File: config.mk
export PLATFORM = sky130hd
export DESIGN_NAME = portal_pipe_mux
export DESIGN_NICKNAME = d
export VERILOG_FILES = /design/src/rtl/portal_pipe_mux.sv
export SDC_FILE = /design/constraint.sdc
export NUM_CORES = 1
export LEC_CHECK = 0
export CORE_MARGIN = 4
export CORE_UTILIZATION = 33
export DETAILED_ROUTE_END_ITERATION = 8
export HOLD_SLACK_MARGIN = 0.06
export MAX_ROUTING_LAYER = met4
export SETUP_SLACK_MARGIN = 0.05
export SYNTH_ARGS = -nofsm -noshare
export SYNTH_HDL_FRONTEND = slang
export SYNTH_SLANG_ARGS = --single-unit
export TNS_END_PERCENT = 1
File: constraint.sdc
create_clock -name CLK -period 5.6 [get_ports CLK]
set_input_delay 1.12 -clock CLK [delete_from_list [all_inputs] [get_ports CLK]]
set_output_delay 1.12 -clock CLK [all_outputs]
set_load 0.005 [all_outputs]
File: src/rtl/portal_pipe_mux.sv
// N-channel message-pipe multiplexer: per-channel circular FIFOs arbitrated
// (round-robin or fixed priority) onto one tagged, registered outbound pipe.

module portal_pipe_fifo #(
    parameter int DATA_WIDTH = 96,
    parameter int DEPTH      = 4
) (
    input  logic                  CLK,
    input  logic                  RST,
    input  logic                  push_i,
    input  logic [DATA_WIDTH-1:0] data_i,
    input  logic                  pop_i,
    output logic [DATA_WIDTH-1:0] head_o,
    output logic                  full_o,
    output logic                  empty_o
);
    localparam int AW = $clog2(DEPTH);
    localparam logic [AW:0] PTR_ONE = (AW+1)'(1);

    // Pointers carry one extra wrap bit so full and empty are distinguishable.
    logic [AW:0]           wr_ptr_q, rd_ptr_q;
    logic [DATA_WIDTH-1:0] mem_q [DEPTH];

    always_ff @(posedge CLK or posedge RST) begin
        if (RST) begin
            wr_ptr_q <= '0;
            rd_ptr_q <= '0;
        end else begin
            if (push_i) wr_ptr_q <= wr_ptr_q + PTR_ONE;
            if (pop_i)  rd_ptr_q <= rd_ptr_q + PTR_ONE;
        end
    end

    always_ff @(posedge CLK) begin
        if (push_i) mem_q[wr_ptr_q[AW-1:0]] <= data_i;
    end

    assign head_o  = mem_q[rd_ptr_q[AW-1:0]];
    assign empty_o = (wr_ptr_q == rd_ptr_q);
    assign full_o  = (wr_ptr_q[AW-1:0] == rd_ptr_q[AW-1:0]) && (wr_ptr_q[AW] != rd_ptr_q[AW]);
endmodule

module portal_pipe_mux #(
    parameter int DATA_WIDTH   = 96,
    parameter int NUM_CHANNELS = 4,
    parameter int DEPTH        = 4,
    parameter int ARB_MODE     = 0,
    localparam int TAG_WIDTH   = $clog2(NUM_CHANNELS)
) (
    input  logic                               CLK,
    input  logic                               RST,
    input  logic [NUM_CHANNELS-1:0]            in_valid,
    input  logic [NUM_CHANNELS*DATA_WIDTH-1:0] in_data,
    output logic [NUM_CHANNELS-1:0]            in_ready,
    input  logic [NUM_CHANNELS-1:0]            chan_enable,
    output logic                               out_valid,
    output logic [DATA_WIDTH-1:0]              out_data,
    output logic [TAG_WIDTH-1:0]               out_tag,
    input  logic                               out_ready,
    output logic [NUM_CHANNELS-1:0]            fifo_empty
);
    logic [NUM_CHANNELS-1:0]                 full, empty, push, pop, cand;
    logic [NUM_CHANNELS-1:0][DATA_WIDTH-1:0] head;

    logic                  out_valid_q;
    logic [DATA_WIDTH-1:0] out_data_q;
    logic [TAG_WIDTH-1:0]  out_tag_q;
    logic [TAG_WIDTH-1:0]  last_grant_q;

    logic                  load_en;
    logic                  grant_vld;
    logic [TAG_WIDTH-1:0]  grant_idx;
    logic [TAG_WIDTH-1:0]  sel;
    int                    idx;

    // Ready comes only from registered occupancy and is held low during reset.
    assign in_ready   = ~full & {NUM_CHANNELS{~RST}};
    assign push       = in_valid & in_ready;
    assign cand       = ~empty & chan_enable;
    assign fifo_empty = empty;

    genvar i;
    generate
        for (i = 0; i < NUM_CHANNELS; i++) begin : g_chan
            portal_pipe_fifo #(
                .DATA_WIDTH (DATA_WIDTH),
                .DEPTH      (DEPTH)
            ) u_fifo (
                .CLK     (CLK),
                .RST     (RST),
                .push_i  (push[i]),
                .data_i  (in_data[i*DATA_WIDTH +: DATA_WIDTH]),
                .pop_i   (pop[i]),
                .head_o  (head[i]),
                .full_o  (full[i]),
                .empty_o (empty[i])
            );
            assign pop[i] = load_en & grant_vld & (grant_idx == TAG_WIDTH'(i));
        end
    endgenerate

    assign load_en = !out_valid_q || out_ready;

    // Scan from farthest to nearest so the nearest candidate is the last hit.
    always_comb begin
        grant_vld = 1'b0;
        grant_idx = '0;
        idx       = 0;
        sel       = '0;
        for (int k = NUM_CHANNELS; k >= 1; k--) begin
            if (ARB_MODE == 1) idx = k - 1;
            else               idx = (int'(last_grant_q) + k) % NUM_CHANNELS;
            sel = TAG_WIDTH'(idx);
            if (cand[sel]) begin
                grant_vld = 1'b1;
                grant_idx = sel;
            end
        end
    end

    always_ff @(posedge CLK or posedge RST) begin
        if (RST) begin
            out_valid_q  <= 1'b0;
            out_data_q   <= '0;
            out_tag_q    <= '0;
            last_grant_q <= TAG_WIDTH'(NUM_CHANNELS - 1);
        end else if (load_en) begin
            out_valid_q <= grant_vld;
            if (grant_vld) begin
                out_data_q   <= head[grant_idx];
                out_tag_q    <= grant_idx;
                last_grant_q <= grant_idx;
            end
        end
    end

    assign out_valid = out_valid_q;
    assign out_data  = out_data_q;
    assign out_tag   = out_tag_q;
endmodule

==> out/metrics.csv <==
metric,value,unit
post_drt_via_cell_ratio,5.01,
worst_slew_pin_slew,1.04,ns
mappedNetlistArea,0.0637,sq mm
timing.slew.headroom,0.304,
synth_fp_nets,3137,
syn2layout_area_growth,22.4,%
max_cap_viol_count,0,
numPortBuffers,501,
end_of_the_worst_register_to_register_path,g_chan[0].u_fifo.mem_q[3][64]$_DFFE_PP_,
grt_overflow,0,
final_nets,3749,
first_iter_violations,2364,
synth_async_sr_flop_share,0.0753,
mean_routed_wirelength_per_cell,28.0,um
tritoncts,done,
hold_depth,1,
cp.buffers_inverters,1,
floorplan.die.height,447,um
per_instance_average_area_after_synthesis,23.4,sq um
timing.critical_path.fanout_max,33,
worst_skew_pair.late_latency,0.83,ns
critical_path.endpoint_type,primary output,
period_utilization_post_route,0.799,
slew_viol_final,0,
design.portCount,502,
total_negative_setup_slacks,0,ns
drc,0,
hold_buffers,0,
detailedRoute.firstPassIterationCount,5,
ys_warn_count,0,
critical_path.slowest_cell,dfrtp_4,
vdd_ir_drop_max,0.000632,V
seq_area_frac_synth,0.774,
dp.final_hpwl,110000,um
rrSetupSlack,2.02,ns
design.die.area,0.200,sq mm
overall_global_routing_usage,0.173,
cts_made_buffers,174,
worst_clock_skew,0.0345,ns
wl,169000,um
maxClockFrequency,0.223,GHz
vias,30200,
grt_pass1_wl,238000,um
h-tree-depth,4,
crit_path_start_kind,register,
post_cts.repair.setup_buffers,0,
worst_ep_required_time,4.48,ns
holdPathEnd,g_chan[1].u_fifo.wr_ptr_q[2]$_DFFE_PP0P_,
master_cell_of_the_clock_root_buffer,clkbuf_16,
post_synth_inst_count,2722,
run_status,completed,
hold_violations,0,
critPathArrivalTime,3.36,ns
die_width,447,um
timing.rr.start,g_chan[0].u_fifo.rd_ptr_q[0]$_DFFE_PP0P_,
unrepaired_setup_endpoints_after_global_routing,no,
synth_seq_cells,1661,
cts.repair.resized,0,
cellLeakagePower,25.2,nW
number_of_cells_traversed_by_the_worst_register_to_register_path,5,
synth_cell_type_count,53,
path_clk_slew,0.06,ns
finalHoldWorstSlack,0.483,ns
core_area,0.191,sq mm
cts.path.max_buffers,3,
hold_crit_start,g_chan[1].u_fifo.wr_ptr_q[2]$_DFFE_PP0P_,
rows,160,
largest_stage_delay_on_the_critical_path,0.86,ns
min_period,4.48,ns
critPathKind,register to primary output,
first_global_vias,31600,
synth-edff-count,1536,
p_per_area,524,mW/mm^2
postRouteAntennaNets,0,
ys.flop_type,edfxtp_1,
critPathTopFamily,flip-flops,
final-setup-viol-count,0,
holdCritPathClass,register to register,
clock_sinks,1661,
grt_antenna_before_repair,49,
place.gp.congestion,0.766,
initial_cell_density_of_the_core,0.333,
cells_traversed_along_the_worst_timing_path,"xor2_1, nor2_1, a21oi_1, clkdlybuf4s50_1",
drive_above_1_share,0.248,
grt_start_max_net_pins,101,
worst max-delay path by stage:
stage | start | endpoint | slack [ns] | depth (start not counted)
finish | g_chan[0].u_fifo.rd_ptr_q[0]$_DFFE_PP0P_ | in_ready[0] | 1.12 | 4
global route | g_chan[0].u_fifo.rd_ptr_q[0]$_DFFE_PP0P_ | in_ready[0] | 0.87 | 4
CTS | g_chan[0].u_fifo.rd_ptr_q[0]$_DFFE_PP0P_ | in_ready[0] | 0.94 | 4
detailed placement | RST | in_ready[3] | 1.55 | 4
global placement | RST | in_ready[3] | 1.57 | 4
floorplan | RST | g_chan[3].u_fifo.mem_q[1][0]$_DFFE_PP_ | 0.07 | 3
cells by family (layout without fill, tap and decap cells):
kind of cell | after synthesis | after routing | share of synthesized area
xor gates and xnor gates | 30 | 30 | 0.00448
AOI/OAI and AO/OA | 130 | 130 | 0.0276
muxes | 580 | 580 | 0.167
and+or+nand+nor | 143 | 143 | 0.00994
other | 0 | 31 | 0
adders and majority gates | 20 | 20 | 0.00393
buffers and inverters | 158 | 922 | 0.0136
DFF | 1661 | 1661 | 0.774
layout by cell type, fill, tap and decap left out, types with 31 or more instances in the layout:
master	n
clkbuf_16	178
nor2_1	100
mux4_2	384
a221oi_2	96
edfxtp_1	1536
mux2i_1	192
dfrtp_1	115
diode_2	31
clkdlybuf4s50_1	501
clkbuf_1	61
buf_4	52
per-layer routing:
| layer | vias up | global-route usage | wire [um] |
|---|---|---|---|
| met5 | - | - | 0 |
| met1 | 16300 | 0.214 | 68600 |
| met3 | 231 | 0.0354 | 8950 |
| li1 | 12800 | - | - |
| met4 | 0 | 0.0418 | 3520 |
| met2 | 913 | 0.291 | 87600 |
report_power, final:
group / switching [mW] / internal (mW) / total, mW
clock network: 4.83 / 6.60 / 11.4
logic: 6.66 / 5.99 / 12.6
registers: 1.22 / 15.5 / 16.7
total: 12.7 / 28.1 / 40.8
sequential cells by signal (all words and copies together), names as in the netlist:
signal                  flops
out_tag                     2
g_chan.u_fifo.rd_ptr_q     12
out_valid                   1
g_chan.u_fifo.wr_ptr_q     12
g_chan.u_fifo.mem_q      1536
last_grant_q                2
out_data                   96
cells in the mapped netlist, types with 11 or more instances:
cell type  instances  share of area
a221oi_2          96          0.023
and3_1            17         0.0017
buf_2             22         0.0017
buf_4             15         0.0018
buf_6             25         0.0044
clkbuf_1          79         0.0047
dfrtp_1          123          0.048
edfxtp_1        1536           0.72
ha_1              20         0.0039
inv_1             11        0.00065
mux2i_1          192          0.030
mux4_2           384           0.14
nor2_1           100         0.0059
xnor2_1           11         0.0015
xor2_1            16         0.0022
final cells by class:
type | count | area (sq um)
fillers | 16800 | 113000
flip-flops and latches | 1661 | 49300
multi-input cells | 903 | 13600
repair buffers | 583 | 6010
clock buffers | 254 | 4890
well taps | 2511 | 3140
clock inverters | 74 | 842
diodes | 31 | 77.6
inverters | 11 | 45.0
stage by stage:
stage / cells / total power, mW / worst slack (ns) / util / area [sq um]
2_1_floorplan: 2722 / 25.2 / 0.0725 / - / 63700
3_3_place_gp: 5669 / 29.8 / 1.57 / 0.378 / 72100
3_5_place_dp: 5669 / 30.0 / 1.55 / 0.378 / 72100
4_1_cts: 5997 / 41.5 / 0.939 / 0.408 / 77900
5_1_grt: 6025 / 42.7 / 0.872 / 0.408 / 77900
6_report: 6028 / 40.8 / 1.12 / 0.408 / 77900
Power figures use the tool's default switching activity.
